--- src/rtl/uart_wb_bridge_pkg.sv ---
// uart_wb_bridge_pkg
//   Shared types and constants for the UART-to-Wishbone debug bridge.
//   - state_t   : bridge FSM states
//   - CMD_*     : command bytes recognised on the receive stream
//   - RSP_*     : single-byte status responses sent on the transmit stream
//   - rsp_word  : left-justifies a one-byte response into the serializer word
package uart_wb_bridge_pkg;

    typedef enum logic [2:0] {
        IDLE,
        ADDR,
        DATA,
        WB,
        RESP
    } state_t;

    localparam logic [7:0] CMD_WRITE   = 8'h57;  // 'W'
    localparam logic [7:0] CMD_READ    = 8'h52;  // 'R'

    localparam logic [7:0] RSP_OK      = 8'h4B;  // 'K'
    localparam logic [7:0] RSP_ERR     = 8'h45;  // 'E'
    localparam logic [7:0] RSP_TIMEOUT = 8'h54;  // 'T'

    // The serializer always sends from the top byte down, so a single-byte
    // response sits in the MSB lane.
    function automatic logic [31:0] rsp_word(input logic [7:0] b);
        return {b, 24'h000000};
    endfunction

endpackage

--- src/rtl/uart_wb_bridge_resp.sv ---
// uart_wb_bridge_resp
//   Response serializer: loads a 32-bit word plus a byte count (1 or 4) and
//   sends it MSB first on a valid/ready byte stream.
//   Ports:
//     clk, srst      : clock, synchronous active-high reset
//     load           : capture load_word/load_len this cycle
//     load_word      : response bytes, first byte in [31:24]
//     load_len       : number of bytes to send (1..4)
//     tx_ready       : downstream accepts tx_byte this cycle
//     tx_byte        : current byte (held stable until accepted)
//     tx_valid       : tx_byte valid
//     last           : the final byte is being accepted this cycle
module uart_wb_bridge_resp (
    input  logic        clk,
    input  logic        srst,
    input  logic        load,
    input  logic [31:0] load_word,
    input  logic [2:0]  load_len,
    input  logic        tx_ready,
    output logic [7:0]  tx_byte,
    output logic        tx_valid,
    output logic        last
);

    logic [31:0] shift_reg;
    logic [2:0]  remaining_reg;

    always_ff @(posedge clk) begin
        if (srst) begin
            shift_reg     <= '0;
            remaining_reg <= '0;
        end else if (load) begin
            shift_reg     <= load_word;
            remaining_reg <= load_len;
        end else if (tx_valid && tx_ready) begin
            // Zeros shift in behind, so tx_byte reads 0 once the stream ends.
            shift_reg     <= {shift_reg[23:0], 8'h00};
            remaining_reg <= remaining_reg - 3'd1;
        end
    end

    assign tx_valid = (remaining_reg != 3'd0);
    assign tx_byte  = shift_reg[31:24];
    assign last     = tx_valid && tx_ready && (remaining_reg == 3'd1);

endmodule

--- src/rtl/uart_wb_bridge.sv ---
// uart_wb_bridge
//   Parses 'W'/'R' command packets from a UART receive byte stream, runs one
//   32-bit Wishbone master cycle per packet and returns the result on the
//   UART transmit byte stream.
//     Write: 57 A3 A2 A1 A0 D3 D2 D1 D0  -> 4B (ack) / 45 (err)
//     Read : 52 A3 A2 A1 A0              -> D3 D2 D1 D0 (ack) / 45 (err)
//   Ports:
//     i_clk, i_rst               : clock, synchronous active-high reset
//     i_rx_byte/valid, o_rx_ready: receive byte stream (from UART)
//     o_tx_byte/valid, i_tx_ready: transmit byte stream (to UART)
//     o_wb_*, i_wb_*             : Wishbone master (single cycles, sel all ones)
//     o_busy                     : high whenever the FSM is not in IDLE
//   Build option:
//     UART_WB_BRIDGE_TIMEOUT_EN  : abort a Wishbone cycle after TIMEOUT_CYCLES
//                                  without ack/err and respond 'T'.
module uart_wb_bridge
    import uart_wb_bridge_pkg::*;
#(
    parameter int WB_DWIDTH      = 32,
    parameter int WB_SWIDTH      = WB_DWIDTH / 8,
    parameter int TIMEOUT_CYCLES = 1024
) (
    input  logic                 i_clk,
    input  logic                 i_rst,
    input  logic [7:0]           i_rx_byte,
    input  logic                 i_rx_valid,
    output logic                 o_rx_ready,
    output logic [7:0]           o_tx_byte,
    output logic                 o_tx_valid,
    input  logic                 i_tx_ready,
    output logic [31:0]          o_wb_adr,
    output logic [WB_SWIDTH-1:0] o_wb_sel,
    output logic                 o_wb_we,
    output logic [WB_DWIDTH-1:0] o_wb_dat,
    input  logic [WB_DWIDTH-1:0] i_wb_dat,
    output logic                 o_wb_cyc,
    output logic                 o_wb_stb,
    input  logic                 i_wb_ack,
    input  logic                 i_wb_err,
    output logic                 o_busy
);

    state_t      state_reg;
    logic [1:0]  cnt_reg;
    logic        we_reg;
    logic        cyc_reg;
    logic        rx_ready_reg;
    logic        busy_reg;
    logic [31:0] adr_reg;
    logic [31:0] dat_reg;

    logic        rx_fire;
    logic        wb_term;
    logic        timeout_hit;
    logic        resp_load;
    logic        resp_last;
    logic [31:0] resp_word;
    logic [2:0]  resp_len;

    assign rx_fire = i_rx_valid && rx_ready_reg;

    // Ack/err only count while a cycle is actually outstanding.
    assign wb_term = (state_reg == WB) && (i_wb_ack || i_wb_err);

`ifdef UART_WB_BRIDGE_TIMEOUT_EN
    localparam int TMO_W = $clog2(TIMEOUT_CYCLES) + 1;

    logic [TMO_W-1:0] tmo_cnt_reg;

    // Held at zero outside WB, so it always starts from 0 on entry.
    always_ff @(posedge i_clk) begin
        if (i_rst || (state_reg != WB)) begin
            tmo_cnt_reg <= '0;
        end else begin
            tmo_cnt_reg <= tmo_cnt_reg + TMO_W'(1);
        end
    end

    // A real ack/err on the same cycle takes priority over the timeout.
    assign timeout_hit = (state_reg == WB) && !wb_term &&
                         (tmo_cnt_reg == TMO_W'(TIMEOUT_CYCLES - 1));
`else
    assign timeout_hit = 1'b0;
`endif

    assign resp_load = wb_term || timeout_hit;

    // Response selection; only consumed on the cycle resp_load is high.
    // Read data is taken straight from the bus on the ack cycle.
    always_comb begin
        resp_word = rsp_word(RSP_TIMEOUT);
        resp_len  = 3'd1;
        if (i_wb_err) begin
            resp_word = rsp_word(RSP_ERR);
        end else if (i_wb_ack) begin
            if (we_reg) begin
                resp_word = rsp_word(RSP_OK);
            end else begin
                resp_word = i_wb_dat[31:0];
                resp_len  = 3'd4;
            end
        end
    end

    uart_wb_bridge_resp u_resp (
        .clk       (i_clk),
        .srst      (i_rst),
        .load      (resp_load),
        .load_word (resp_word),
        .load_len  (resp_len),
        .tx_ready  (i_tx_ready),
        .tx_byte   (o_tx_byte),
        .tx_valid  (o_tx_valid),
        .last      (resp_last)
    );

    always_ff @(posedge i_clk) begin
        if (i_rst) begin
            state_reg    <= IDLE;
            cnt_reg      <= 2'd0;
            we_reg       <= 1'b0;
            cyc_reg      <= 1'b0;
            rx_ready_reg <= 1'b0;
            busy_reg     <= 1'b0;
            adr_reg      <= '0;
            dat_reg      <= '0;
        end else begin
            case (state_reg)
                IDLE: begin
                    rx_ready_reg <= 1'b1;
                    // Non-command bytes are accepted and silently dropped.
                    if (rx_fire && ((i_rx_byte == CMD_WRITE) || (i_rx_byte == CMD_READ))) begin
                        we_reg    <= (i_rx_byte == CMD_WRITE);
                        cnt_reg   <= 2'd0;
                        busy_reg  <= 1'b1;
                        state_reg <= ADDR;
                    end
                end
                ADDR: begin
                    if (rx_fire) begin
                        adr_reg <= {adr_reg[23:0], i_rx_byte};
                        cnt_reg <= cnt_reg + 2'd1;  // wraps to 0 after the 4th byte
                        if (cnt_reg == 2'd3) begin
                            if (we_reg) begin
                                state_reg <= DATA;
                            end else begin
                                state_reg    <= WB;
                                cyc_reg      <= 1'b1;
                                rx_ready_reg <= 1'b0;
                            end
                        end
                    end
                end
                DATA: begin
                    if (rx_fire) begin
                        dat_reg <= {dat_reg[23:0], i_rx_byte};
                        cnt_reg <= cnt_reg + 2'd1;
                        if (cnt_reg == 2'd3) begin
                            state_reg    <= WB;
                            cyc_reg      <= 1'b1;
                            rx_ready_reg <= 1'b0;
                        end
                    end
                end
                WB: begin
                    if (resp_load) begin
                        cyc_reg   <= 1'b0;
                        state_reg <= RESP;
                    end
                end
                RESP: begin
                    if (resp_last) begin
                        state_reg    <= IDLE;
                        busy_reg     <= 1'b0;
                        rx_ready_reg <= 1'b1;
                    end
                end
                default: begin
                    state_reg <= IDLE;
                end
            endcase
        end
    end

    // Byte selects mirror cyc: all ones during a cycle, zero otherwise.
    for (genvar gi = 0; gi < WB_SWIDTH; gi++) begin : g_sel
        assign o_wb_sel[gi] = cyc_reg;
    end

    assign o_rx_ready = rx_ready_reg;
    assign o_busy     = busy_reg;
    assign o_wb_cyc   = cyc_reg;
    assign o_wb_stb   = cyc_reg;
    assign o_wb_we    = we_reg && cyc_reg;
    assign o_wb_adr   = adr_reg;
    assign o_wb_dat   = WB_DWIDTH'(dat_reg);

endmodule

--- config.mk ---
export PLATFORM = sky130hd
export DESIGN_NAME = uart_wb_bridge
export DESIGN_NICKNAME = d
export VERILOG_FILES = /design/src/rtl/uart_wb_bridge_pkg.sv /design/src/rtl/uart_wb_bridge_resp.sv /design/src/rtl/uart_wb_bridge.sv
export SDC_FILE = /design/constraint.sdc
export NUM_CORES = 1
export LEC_CHECK = 0
export CORE_UTILIZATION = 40
export CTS_BUF_LIST = sky130_fd_sc_hd__clkbuf_8
export DETAILED_ROUTE_END_ITERATION = 10
export DONT_BUFFER_PORTS = 1
export PLACE_DENSITY_LB_ADDON = 0.3
export REMOVE_ABC_BUFFERS = 1
export SLEW_MARGIN = 20
export SYNTH_ARGS = -nofsm -noshare
export SYNTH_HDL_FRONTEND = slang
export SYNTH_HIERARCHICAL = 1
export SYNTH_SLANG_ARGS = --single-unit
--- constraint.sdc ---
create_clock -name i_clk -period 5.9 [get_ports i_clk]
set_input_delay 1.18 -clock i_clk [delete_from_list [all_inputs] [get_ports i_clk]]
set_output_delay 1.18 -clock i_clk [all_outputs]
set_load 0.02 [all_outputs]
==> insert_results.sql <==
INSERT INTO impl_metrics (metric_group, metric, value, unit) VALUES
('run_status', 'result_of_the_run', 'complete, no violations', ''),
('global_route', 'grt_start_max_net_pins', '112', ''),
('setup_path', 'ff_to_ff_start', 'u_resp/remaining_reg[0]$_SDFFE_PP0P_', ''),
('clocking', 'root_buffer_selected_by_cts', 'clkbuf_8', ''),
('setup_path', 'regToRegEndpoint', 'o_rx_ready$_SDFFE_PP0P_', ''),
('setup_path', 'start_kind', 'flip-flop', ''),
('drt', 'drc_errors', '0', ''),
('sta', 'grt_setup_unrepaired', 'no', ''),
('floorplanning', 'rows', '41', ''),
('worst_hold_path', 'holdPathStages', '1', ''),
('yosys', 'postSynthRegisterBits', '108', ''),
('power_and_ir_drop', 'peakVddDrop', '0.000216', 'V'),
('setup_path', 'standard_cell_with_the_maximum_stage_delay_on_the_critical_path', 'nor2b_2', ''),
('yosys', 'synth_enable_flop_cells', '0', ''),
('run', 'maxCapViolCount', '0', ''),
('clocking', 'post_cts.resized_instances', '0', ''),
('floorplanning', 'dieHeight', '116', 'um'),
('drt', 'dr.first_iter.drc_count', '333', ''),
('sta', 'timing.final.crit_period', '3.00', 'ns'),
('yosys', 'sequential_share_of_the_synthesized_area', '41.4', '%'),
('floorplanning', 'placeableCoreArea', '12700', 'um2'),
('power_and_ir_drop', 'power_per_cell_area', '343', 'nW/um2'),
('yosys', 'synth_simple_gate_area_share', '21.6', '%'),
('drt', 'route.vias.total', '4224', ''),
('sta', 'setup_viol', '0', ''),
('clocking', 'setup_bufs_post_cts', '0', ''),
('yosys', 'main_combinational_cell_family_by_area_after_synthesis', 'compound AO/OA/AOI/OAI gates', ''),
('clocking', 'cts_h_tree_lvls', '3', ''),
('yosys', 'synth_adder_area_share', '0.959', '%'),
('cells_and_area', 'diodes', '0', ''),
('worst_hold_path', 'worstHoldPathType', 'flip-flop to flip-flop', ''),
('setup_path', 'worst_setup_slack_for_register_to_register_paths', '3.34', 'ns'),
('clocking', 'clock_edge_transition_at_the_registers_on_the_reported_setup_and_hold_paths', '0.09', 'ns'),
('sta', 'fmax', '0.333', 'GHz'),
('global_route', 'grt_first_pass_wirelength', '18900', 'um'),
('sta', 'max-slew-margin-rel', '25.6', '%'),
('sta', 'max_slew.worst_pin.slew', '1.12', 'ns'),
('drt', 'routed_wire_length_per_instance', '16.9', 'um'),
('sta', 'setup_ws', '2.90', 'ns'),
('place', 'rd_place_congestion', '0.724', ''),
('cells_and_area', 'drive_above_1_share', '8.21', '%'),
('yosys', 'postSynthCellCount', '616', ''),
('yosys', 'synth_compound_gate_area_share', '26.3', '%'),
('clocking', 'clock_tree_from_tritoncts', 'yes', ''),
('power_and_ir_drop', 'p_leak', '1.63', 'nW'),
('global_route', 'grt_util_all_layers', '17.9', '%'),
('yosys', 'post_synth_xor_area_fraction', '0.336', '%'),
('setup_path', 'critPathMaxStageDelay', '0.50', 'ns'),
('worst_hold_path', 'hold_path_startpoint', 'cnt_reg[0]$_SDFFE_PP0P_', ''),
('yosys', 'syn-mean-instance-area', '8.47', 'um2'),
('place', 'place_worst_setup_slack', '3.02', 'ns'),
('setup_path', 'end_kind', 'output port', ''),
('floorplanning', 'die_width', '116', 'um'),
('setup_path', 'worst-setup-path-type', 'flip-flop to output port', ''),
('clocking', 'holdBufCountCts', '0', ''),
('yosys', 'yosys_warnings', '6', ''),
('drt', 'drt-total-wl', '12400', 'um'),
('yosys', 'prevailing_post_synth_register_cell', 'dfxtp_1', ''),
('yosys', 'netlist-cell-type-count', '57', ''),
('yosys', 'netlist_area_pre_place', '5220', 'um2'),
('sta', 'timing.final.crit_share', '50.8', '%'),
('worst_hold_path', 'worstHoldEndpoint', 'cnt_reg[0]$_SDFFE_PP0P_', ''),
('cells_and_area', 'design_area', '5260', 'um2'),
('sta', 'slew_violations', '0', ''),
('place', 'place_hpwl', '7580', 'um'),
('global_route', 'antenna_found_initial', '0', ''),
('cells_and_area', 'fill_cells', '1302', ''),
('floorplanning', 'ios', '128', ''),
('drt', 'vias_per_cell', '5.77', ''),
('cells_and_area', 'area_growth', '0.719', '%'),
('place', 'buffer_ports.inserted', '0', '');
worst max-delay path by stage:
stage                                                   end  slack [ns]                                 start
after floorplan           u_resp/shift_reg[23]$_SDFFE_PP0P_        1.69                              i_wb_ack
after global placement                              o_wb_we        3.08                 o_wb_cyc$_SDFFE_PP0P_
after detailed placement          o_wb_adr[10]$_SDFFE_PP0P_        3.02                            i_rx_valid
after CTS                                           o_wb_we        2.65                 o_wb_cyc$_SDFFE_PP0P_
after global routing                             o_tx_valid        2.78  u_resp/remaining_reg[0]$_SDFFE_PP0P_
final                                            o_tx_valid        2.90  u_resp/remaining_reg[0]$_SDFFE_PP0P_
area by class of cell:
cell class | instances | area [um2] | area share, %
Clock buffer | 10 | 138 | 2.62
Clock inverter | 6 | 32.5 | 0.619
Inverter | 17 | 66.3 | 1.26
Multi-Input combinational cell | 413 | 2590 | 49.3
Sequential cell | 108 | 2160 | 41.2
Tap cell | 172 | 215 | 4.09
Timing Repair Buffer | 6 | 48.8 | 0.928
through the flow:
step | power, mW | std cells
after detailed placement | 1.41 | 715
after floorplan | 1.29 | 538
after CTS | 1.82 | 731
final | 1.81 | 732
after global placement | 1.39 | 715
after global routing | 1.91 | 732
placed cells by master, fill, tap and decap left out, types with 2 or more instances in the layout:
master,n
inv_1,17
and3_1,9
clkinv_2,2
o21a_1,2
a211o_1,9
a2111oi_2,17
a21o_1,2
a211oi_1,9
nor2b_1,26
and3b_1,2
xor2_1,2
clkbuf_8,10
a2bb2oi_1,2
clkinvlp_4,2
a2111oi_1,7
buf_4,5
nand2b_1,5
a311oi_1,4
and2_1,26
nor3_1,4
a21oi_1,77
nand3_1,66
o21ai_0,60
ha_1,4
dfxtp_1,107
nand3b_1,2
nand4b_1,3
or3_1,2
nor2_1,24
nor4b_1,10
nand2_1,10
nor2b_2,2
o21ai_1,6
report_power, final:
group          internal, mW  switching, mW  total (mW)  leakage, nW
clock network         0.161          0.252       0.412       0.0907
registers             0.820         0.0814       0.901        0.874
logic                 0.188          0.304       0.492        0.666
total                  1.17          0.637        1.81         1.63
cells by family (layout without fill, tap and decap cells):
group,count (synthesis),count (layout)
other,1,1
AOI/OAI and AO/OA,207,207
muxes,1,1
DFF,108,108
and+or+nand+nor,198,198
buffers and inverters,95,39
adders and majority gates,4,4
xor gates and xnor gates,2,2
layer usage:
metal | global-route usage [%] | part of all wire [%] | up-vias
li1 | - | - | 2066
met4 | 5.47 | 1.3 | 0
met5 | 0 | 0 | -
met3 | 6.38 | 7.9 | 13
met1 | 21.5 | 42 | 1998
met2 | 30.0 | 49 | 147
worst max-delay path: cells and delay by family, from the launching register on:
kind | cells | cell delay (ns)
simple gates | 1 | 0.50
buf+inv | 2 | 0.42
flops | 1 | 0.33
fa+ha+maj | 1 | 0.18
cell usage after synthesis, types with 6 or more instances:
| cell | instances | area (um2) |
|---|---|---|
| clkbuf_1 | 38 | 143 |
| buf_4 | 14 | 105 |
| nand2_1 | 10 | 37.5 |
| a211oi_1 | 9 | 67.6 |
| inv_1 | 15 | 56.3 |
| nor2b_1 | 27 | 169 |
| nor4b_1 | 10 | 87.6 |
| nor2_1 | 24 | 90.1 |
| nand3_1 | 66 | 330 |
| and3_1 | 9 | 56.3 |
| o21ai_1 | 6 | 30.0 |
| a2111oi_1 | 7 | 70.1 |
| buf_2 | 20 | 100 |
| a211o_1 | 9 | 78.8 |
| and2_1 | 26 | 163 |
| dfxtp_1 | 108 | 2160 |
| a2111oi_2 | 17 | 255 |
| o21ai_0 | 60 | 300 |
| a21oi_1 | 77 | 385 |
No activity file was read; power rests on OpenSTA's default activity.
